===== config.mk =====
export PLATFORM = sky130hd
export DESIGN_NAME = ram_host_adapter
export DESIGN_NICKNAME = d
export VERILOG_FILES = /design/src/rtl/ram_host_pkg.sv /design/src/rtl/ram_host_rsp_fifo.sv /design/src/rtl/ram_host_adapter.sv
export SDC_FILE = /design/constraint.sdc
export NUM_CORES = 1
export LEC_CHECK = 0
export ABC_AREA = 1
export CAP_MARGIN = 25
export CORE_MARGIN = 1.5
export CORE_UTILIZATION = 30
export DETAILED_ROUTE_END_ITERATION = 7
export HOLD_SLACK_MARGIN = 0.06
export PLACE_DENSITY = 0.68
export SLEW_MARGIN = 40
export SYNTH_ARGS = -nofsm -noshare
export SYNTH_HDL_FRONTEND = slang
export SYNTH_HIERARCHICAL = 1
export SYNTH_SLANG_ARGS = --single-unit

===== constraint.sdc =====
create_clock -name clk_i -period 7.04 [get_ports clk_i]
set_input_delay 1.056 -clock clk_i [delete_from_list [all_inputs] [get_ports clk_i]]
set_output_delay 1.056 -clock clk_i [all_outputs]
set_load 0.01 [all_outputs]

===== src/rtl/ram_host_pkg.sv =====
// rtl/ram_host_pkg.sv - shared response type and address constants for the RAM host adapter
package ram_host_pkg;

    // Byte address bits below the 32-bit word index
    localparam int unsigned ADDR_LSB = 2;

    // One response record as queued towards the host
    typedef struct packed {
        logic [31:0] rdata;
        logic        we;
        logic        err;
    } rsp_t;

endpackage


===== src/rtl/ram_host_rsp_fifo.sv =====
// rtl/ram_host_rsp_fifo.sv - response FIFO with zero-latency head and occupancy count
module ram_host_rsp_fifo
    import ram_host_pkg::*;
#(
    parameter int unsigned RspDepth = 2,
    localparam int unsigned PtrW = (RspDepth > 1) ? $clog2(RspDepth) : 1,
    localparam int unsigned CntW = $clog2(RspDepth + 1)
) (
    input  logic            clk_i,
    input  logic            rst_i,
    input  logic            push_i,
    input  rsp_t            push_data_i,
    input  logic            pop_i,
    output logic            valid_o,
    output rsp_t            head_o,
    output logic [CntW-1:0] count_o
);

    rsp_t            mem_q [RspDepth];
    logic [PtrW-1:0] wr_ptr_q, wr_ptr_d;
    logic [PtrW-1:0] rd_ptr_q, rd_ptr_d;
    logic [CntW-1:0] count_q, count_d;
    logic            pop_ok;

    function automatic logic [PtrW-1:0] ptr_inc(input logic [PtrW-1:0] p);
        return (p == PtrW'(RspDepth - 1)) ? '0 : p + PtrW'(1);
    endfunction

    assign valid_o = (count_q != '0);
    assign pop_ok  = pop_i && valid_o;
    // Payload reads as zero when empty so nothing stale leaks out after reset
    assign head_o  = valid_o ? mem_q[rd_ptr_q] : '0;
    assign count_o = count_q;

    // Next pointers and count; simultaneous push and pop leave the count unchanged
    always_comb begin
        wr_ptr_d = push_i ? ptr_inc(wr_ptr_q) : wr_ptr_q;
        rd_ptr_d = pop_ok ? ptr_inc(rd_ptr_q) : rd_ptr_q;
        count_d  = count_q;
        if (push_i && !pop_ok) begin
            count_d = count_q + CntW'(1);
        end else if (!push_i && pop_ok) begin
            count_d = count_q - CntW'(1);
        end
    end

    // Pointer and count state, emptied by reset
    always_ff @(posedge clk_i or posedge rst_i) begin
        if (rst_i) begin
            wr_ptr_q <= '0;
            rd_ptr_q <= '0;
            count_q  <= '0;
        end else begin
            wr_ptr_q <= wr_ptr_d;
            rd_ptr_q <= rd_ptr_d;
            count_q  <= count_d;
        end
    end

    // Storage needs no reset: entries are only visible once counted
    always_ff @(posedge clk_i) begin
        if (push_i) begin
            mem_q[wr_ptr_q] <= push_data_i;
        end
    end

    // Upstream credit accounting must never push into a full FIFO
    a_no_overflow: assert property (@(posedge clk_i) disable iff (rst_i)
        !(push_i && !pop_ok && count_q == CntW'(RspDepth)));

endmodule


===== src/rtl/ram_host_adapter.sv =====
// rtl/ram_host_adapter.sv - host request to 1-cycle RAM port adapter with in-order responses
module ram_host_adapter
    import ram_host_pkg::*;
#(
    parameter int unsigned Depth    = 128,
    parameter int unsigned RspDepth = 2
) (
    input  logic        clk_i,
    input  logic        rst_i,
    input  logic        host_req_i,
    input  logic        host_we_i,
    input  logic [3:0]  host_be_i,
    input  logic [31:0] host_addr_i,
    input  logic [31:0] host_wdata_i,
    output logic        host_gnt_o,
    output logic        rsp_valid_o,
    input  logic        rsp_ready_i,
    output logic [31:0] rsp_rdata_o,
    output logic        rsp_we_o,
    output logic        rsp_err_o,
    output logic        ram_req_o,
    output logic        ram_we_o,
    output logic [3:0]  ram_be_o,
    output logic [31:0] ram_addr_o,
    output logic [31:0] ram_wdata_o,
    input  logic        ram_rvalid_i,
    input  logic [31:0] ram_rdata_i
);

    localparam int unsigned CntW  = $clog2(RspDepth + 1);
    localparam int unsigned OccW  = CntW + 1;
    localparam int unsigned WordW = 32 - ADDR_LSB;

    logic            out_of_range;
    logic            accept;
    logic            pop;
    logic            inflight_valid_q, inflight_valid_d;
    logic            inflight_we_q, inflight_we_d;
    logic            inflight_err_q, inflight_err_d;
    logic [CntW-1:0] fifo_count;
    logic            fifo_valid;
    rsp_t            fifo_head;
    rsp_t            push_data;
    logic [OccW-1:0] occupancy;

    // Comparing the word index against Depth rejects every byte address >= 4*Depth
    assign out_of_range = host_addr_i[31:ADDR_LSB] >= WordW'(Depth);

    // Credit: queued plus in-flight responses, less the one leaving this cycle
    assign pop        = fifo_valid && rsp_ready_i;
    assign occupancy  = OccW'(fifo_count) + OccW'(inflight_valid_q) - OccW'(pop);
    assign host_gnt_o = !rst_i && (occupancy < OccW'(RspDepth));
    assign accept     = host_req_i && host_gnt_o;

    // RAM port driven only for accepted in-range requests, zero otherwise
    assign ram_req_o   = accept && !out_of_range;
    assign ram_we_o    = ram_req_o && host_we_i;
    assign ram_be_o    = ram_req_o ? host_be_i    : '0;
    assign ram_addr_o  = ram_req_o ? host_addr_i  : '0;
    assign ram_wdata_o = ram_req_o ? host_wdata_i : '0;

    // Capture each accepted request; the slot empties when nothing new is accepted
    always_comb begin
        inflight_valid_d = accept;
        inflight_we_d    = accept && host_we_i;
        inflight_err_d   = accept && out_of_range;
    end

    // In-flight register, dropped on reset so its response is never pushed
    always_ff @(posedge clk_i or posedge rst_i) begin
        if (rst_i) begin
            inflight_valid_q <= 1'b0;
            inflight_we_q    <= 1'b0;
            inflight_err_q   <= 1'b0;
        end else begin
            inflight_valid_q <= inflight_valid_d;
            inflight_we_q    <= inflight_we_d;
            inflight_err_q   <= inflight_err_d;
        end
    end

    // Build the response pushed one cycle after acceptance
    always_comb begin
        push_data = '0;
        if (inflight_err_q) begin
            push_data.we  = inflight_we_q;
            push_data.err = 1'b1;
        end else if (inflight_we_q) begin
            push_data.we = 1'b1;
        end else begin
            push_data.rdata = ram_rdata_i;
        end
    end

    ram_host_rsp_fifo #(
        .RspDepth (RspDepth)
    ) u_rsp_fifo (
        .clk_i       (clk_i),
        .rst_i       (rst_i),
        .push_i      (inflight_valid_q),
        .push_data_i (push_data),
        .pop_i       (pop),
        .valid_o     (fifo_valid),
        .head_o      (fifo_head),
        .count_o     (fifo_count)
    );

    assign rsp_valid_o = fifo_valid;
    assign rsp_rdata_o = fifo_head.rdata;
    assign rsp_we_o    = fifo_head.we;
    assign rsp_err_o   = fifo_head.err;

    // The RAM answers exactly the requests it was sent, one cycle later
    a_ram_rvalid: assert property (@(posedge clk_i) disable iff (rst_i)
        ram_rvalid_i == (inflight_valid_q && !inflight_err_q));

endmodule


Yosys cells after proc, flatten, opt, wreduce, memory -nomap -nowiden

Memory sizes are Yosys's and may differ from the RTL's.
Index checks and enable logic that the tools add are counted.

Register bits: 7
Memory bits (writable): 68
Input port bits: 106
Output and inout bits: 106
Logic and storage cells: 46
Memories: 1

$add $sub $neg: 6
$lt $le $gt $ge: 2
Multiplexer cells: 15
Reduce and logical (&&, ||, !) cells: 16

Memory list:

| memory           | depth | bits a word | rd ports | clocked after Yosys merged registers in | wr ports | RTL line                | RTL |
|---|---|---|---|---|---|---|---|
| u_rsp_fifo.mem_q | 2     | 34          | 1        | 0                                       | 1        | ram_host_rsp_fifo.sv:19 | `rsp_t mem_q [RspDepth];` |

Operators by type and width:

| operator              | count |
|---|---|
| $mux W32              | 4 |
| $mux W34              | 1 |
| $ge A30 B8 Y1 const B | 1 |
| $logic_and A1 B1 Y1   | 10 |
| $mux W1               | 7 |
| $logic_not A1 Y1      | 4 |
| $mux W2               | 2 |
| $mux W4               | 1 |
| $reduce_bool A2 Y1    | 2 |
| $add A2 B1 Y3         | 1 |
| $lt A3 B2 Y1 const B  | 1 |
| $sub A3 B1 Y3         | 1 |
| $add A1 B1 Y1 const B | 2 |
| $add A2 B1 Y2 const B | 1 |
| $sub A2 B1 Y2 const B | 1 |

Depth between registers and ports, before layout

Depth in word-level cells: 8
Gate-level depth with buffers: 17
Depth with buffers taken out: 16

By module

The synthesis kept the hierarchy.

Modules (own cells, without submodules):

| module            | instances | cells an instance | area each (µm²) | seq. area each (µm²) |
|---|---|---|---|---|
| ram_host_rsp_fifo | 1         | 209               | 2842.7          | 2142.1 |
| ram_host_adapter  | 1         | 242               | 1326.3          | 75.1 |

Least setup slack after synthesis

Ideal clock, no wire load.

Kind: in2out
Start: input rsp_ready_i
End: output ram_addr_o[2]
Arrival time: 2.860 ns
Data required time: 5.984 ns
Setup slack: 3.124 ns
Stages on the path: 13
Path buffers: 1
Cells stage by stage: nand2_1 inv_1 ha_1 inv_1 nand2_1 fa_1 inv_1 nor2_1 nand3_1 inv_2 nand2_2 clkbuf_1 nor3_1

Word-level cells in the longest chain between the ends: 7

Ends and longest elaborated chain:

| what                | RTL line               | RTL |
|---|---|---|
| from (decl)         | ram_host_adapter.sv:17 | `input logic rsp_ready_i,` |
| $logic_and A1 B1 Y1 | ram_host_adapter.sv:50 | `assign pop = fifo_valid && rsp_ready_i;` |
| net pop             | ram_host_adapter.sv:36 | `logic pop;` |
| $sub A3 B1 Y3       | ram_host_adapter.sv:51 | `assign occupancy = OccW'(fifo_count) + OccW'(inflight_valid_q) - OccW'(pop);` |
| $lt A3 B2 Y1        | ram_host_adapter.sv:52 | `assign host_gnt_o = !rst_i && (occupancy < OccW'(RspDepth));` |
| $logic_and A1 B1 Y1 | ram_host_adapter.sv:52 |  |
| net host_gnt_o      | ram_host_adapter.sv:15 | `output logic host_gnt_o,` |
| $logic_and A1 B1 Y1 | ram_host_adapter.sv:53 | `assign accept = host_req_i && host_gnt_o;` |
| $logic_and A1 B1 Y1 | ram_host_adapter.sv:56 | `assign ram_req_o = accept && !out_of_range;` |
| $mux W32            | ram_host_adapter.sv:59 | `assign ram_addr_o = ram_req_o ? host_addr_i : '0;` |
| to (decl)           | ram_host_adapter.sv:24 | `output logic [31:0] ram_addr_o,` |

The timed path passes the listed nets, and every way through them passes these cells.

Final worst setup path

Start: input rsp_ready_i
End: output ram_be_o[1]

Word-level cells in the longest chain between the ends: 7

Ends and longest elaborated chain:

| what                | RTL line               | RTL |
|---|---|---|
| $logic_and A1 B1 Y1 | ram_host_adapter.sv:50 |  |
| net pop             | ram_host_adapter.sv:36 |  |
| $sub A3 B1 Y3       | ram_host_adapter.sv:51 |  |
| $lt A3 B2 Y1        | ram_host_adapter.sv:52 |  |
| $logic_and A1 B1 Y1 | ram_host_adapter.sv:52 |  |
| $logic_and A1 B1 Y1 | ram_host_adapter.sv:53 |  |
| $logic_and A1 B1 Y1 | ram_host_adapter.sv:56 |  |
| $mux W4             | ram_host_adapter.sv:58 | `assign ram_be_o = ram_req_o ? host_be_i : '0;` |
| to (decl)           | ram_host_adapter.sv:23 | `output logic [3:0] ram_be_o,` |

The timed path passes the listed nets, and every way through them passes these cells.

==> metrics.csv <==
stage,metric,value,unit
timing,tns,0,ns
power_and_ir_drop,irDropWorstVdd,149,uV
clocking,postCtsHoldBufs,0,
placement,port_buffers,187,
clocking,cts_buffers,9,
floorplanning,die-height,121,um
routing,drc,0,
critical_path,cp-end-kind,primary output,
routing,via_per_inst,4.23,
synthesis,synth_cell_types,27,
critical_path,cpLargestDelayFamily,buffers and inverters,
critical_path,max_stage_delay,0.60,ns
synthesis,ys_warn_count,6,
critical_path,cpMaxStageDelayCell,clkdlybuf4s50_1,
synthesis,yosysTopAreaCell,edfxtp_1,
synthesis,ys_top_cells_by_area,"edfxtp_1 (49%), inv_1 (8.6%), nand2_1 (7.7%), nor3_2 (6.7%), buf_4 (4.7%)",
synthesis,yosys.cell_count.top_type,inv_1,
global_route,gr-usage-all-layers,0.152,
routing,dr.first_iter.drc_count,191,
timing,timing.final.crit_share,0.749,
clocking,clk_latency,0.32,ns
clocking,cts_setup_buffers,0,
min_path,hold_path.startpoint,inflight_err_q$_DFF_PP0_,
timing,final_max_slew_viol_count,0,
clocking,cts_root_buffer,clkbuf_16,
min_path,min-delay-path-class,reg -> reg,
global_route,grt_max_degree,50,
critical_path,timing.rr.start,u_rsp_fifo/count_o[0]$_DFFE_PP0P_,
floorplanning,die_area,14600,um^2
clocking,cts_sinks,75,
synthesis,synth_top_area_frac,0.490,
critical_path,cp.required,5.98,ns
critical_path,start_kind,input pin,
timing,worst_slack,1.77,ns
final_layout,nNetsFinal,739,
synthesis,avgSynthCellArea,9.24,um^2
synthesis,syn_inst,451,
timing,finClkSkew,0.00384,ns
global_route,grt_pass1_wl,17000,um
floorplanning,start_util,0.311,
critical_path,arrival,4.22,ns
placement,place_ws,1.72,ns
power_and_ir_drop,power_leakage,2.58,nW
critical_path,crit_buf_inv,6,
routing,detail-route-antenna-nets,0,
critical_path,r2r_setup_slack,3.76,ns
timing,slew_headroom,0.534,
synthesis,ys_seq_area_frac,0.532,
critical_path,crit_path_frequent_cell,inv_1,
critical_path,crit_fanout,49,
routing,vias,3432,
routing,drt_pass1_iterations,4,
synthesis,yosys-top-cells-count,"inv_1 (95), nand2_1 (86), edfxtp_1 (68), nor2_1 (50), nor3_2 (28)",
floorplanning,die_w,121,um
min_path,hold_depth,0,
global_route,grt_pass1_vias,3449,
final_layout,area_growth,52.4,%
critical_path,cp_cell_sequence,"clkdlybuf4s50_1, nand2_1, inv_1, ha_1, inv_1, nand2_1, fa_1, inv_1, nor2_1, nand3_1, inv_2, nand2_4, nor3_1, clkdlybuf4s50_1",
synthesis,ys_async_sr_fraction,0.0933,
outcome,status,"finished, final reports clean",
critical_path,reg2reg_to,inflight_err_q$_DFF_PP0_,
timing,setup_violations,0,
min_path,hold_end,u_rsp_fifo/mem_q[1][0]$_DFFE_PP_,
synthesis,yosys_register_bits,75,
timing,min_period,5.27,ns
final_layout,final_cells,811,
floorplanning,core_area,13400,um^2
global_route,grt-ovfl-total,0,
routing,drt_wl_total,11100,um
critical_path,crit_type,in -> out,
timing,hold_viol,0,
routing,wl_per_cell,13.6,um
critical_path,cp-startpoint,rsp_ready_i,
global_route,antenna_found_initial,0,
critical_path,r2r_cells,17,
floorplanning,io_pins,212,
timing,rsz0062_at_grt,no,
final_layout,drive_gt1_frac,0.101,
placement,place_congestion,0.744,
run,cap_violations,0,
timing,worst_pin_slew,0.699,ns
synthesis,syn_area,4170,um^2
clocking,htreeDepth,3,
clocking,clkTransAtPathRegs,0.05,ns
placement,dp_hpwl,8280,um
synthesis,synthFlopType,edfxtp_1,
clocking,cts_resized,0,
clocking,cts_tree,built,
synthesis,synth-edff-count,68,
floorplanning,rows,42,
placement,placedCellCount,795,
power_and_ir_drop,power.density,297,nW/um^2
timing,timing.fmax,190,MHz
clocking,clk_path_buf_depth,2,
final_layout,fill_cells,1263,
final_layout,diodes,0,
per-stage QoR:
stage	total power [mW]	area, um^2	hold WS (ns)	utilization
3_5_place_dp	1.48	6070	0.454	0.453
3_3_place_gp	1.45	6020	0.442	0.449
4_1_cts	1.91	6350	0.466	0.474
2_1_floorplan	1.13	4250	0.434	-
6_report	1.89	6350	0.465	0.474
5_1_grt	2.01	6350	0.471	0.474
worst register-to-register path: stages, from the launching register on:
cell and delay, ns:
dfrtp_1 0.45, nor2_4 0.12, buf_4 0.41, inv_4 0.09, nand2_1 0.08, inv_1 0.08, ha_1 0.30, inv_1 0.05
nand2_1 0.06, fa_1 0.44, inv_1 0.07, nor2_1 0.04, nand3_1 0.13, inv_2 0.07, nand2_4 0.49, inv_1 0.15
nand2_1 0.10, inv_1 0.04
how the worst max path moves through the flow:
stage	cells past startpoint	slack, ns	to
6_report	14	1.77	ram_be_o[1]
5_1_grt	16	1.50	ram_be_o[1]
4_1_cts	14	1.71	ram_wdata_o[1]
3_5_place_dp	14	1.72	ram_wdata_o[1]
3_3_place_gp	14	1.37	ram_wdata_o[1]
2_1_floorplan	13	3.12	ram_addr_o[2]
layer usage:
layer | GRT usage | vias up | part of all wire
met2 | 0.305 | 142 | 0.56
met4 | 0.0390 | 0 | 0.012
met3 | 0.0357 | 10 | 0.061
li1 | - | 1716 | -
met1 | 0.155 | 1564 | 0.36
met5 | 0 | - | 0
registers in the layout (all words and copies together), names as in the netlist:
name	count
inflight_valid_q	1
u_rsp_fifo/mem_q	68
inflight_err_q	1
u_rsp_fifo/count_o	2
u_rsp_fifo/rd_ptr_q	1
u_rsp_fifo/wr_ptr_q	1
inflight_we_q	1
power breakdown:
group	internal (mW)	switching (mW)	leakage (nW)	total [mW]
Combinational	0.369	0.464	1.74	0.833
Clock	0.272	0.161	0.133	0.433
Sequential	0.589	0.0332	0.709	0.622
cell families after synthesis:
| kind of cell | share of synthesized area |
|---|---|
| other cells | 0.000899 |
| flops | 0.532 |
| simple gates | 0.226 |
| compound gates | 0.0480 |
| fa+ha+maj | 0.0108 |
| xor+xnor | 0.00420 |
| buf+inv | 0.178 |
final cells by class:
cell class | count | area, um^2 | share of cell area
inverters | 98 | 375 | 0.0591
well taps | 176 | 220 | 0.0347
clock buffers | 11 | 233 | 0.0366
multi-input cells | 253 | 1310 | 0.206
flip-flops and latches | 75 | 2220 | 0.349
repair buffers | 193 | 1940 | 0.306
clock inverters | 5 | 53.8 | 0.00847
cell usage in the layout, fill, tap and decap left out, types with 2 or more instances in the layout:
cell type / n
a21oi_2: 8
clkbuf_1: 2
clkbuf_16: 9
nor2_4: 2
buf_4: 4
nor3_2: 28
edfxtp_1: 68
a21oi_1: 26
conb_1: 23
dfrtp_1: 7
nor3_1: 18
inv_1: 95
nand3_1: 3
clkdlybuf4s50_1: 187
ha_1: 2
clkinvlp_4: 2
nand2_4: 2
nor2_1: 49
nand2_1: 86
Power figures use the tool's default switching activity.
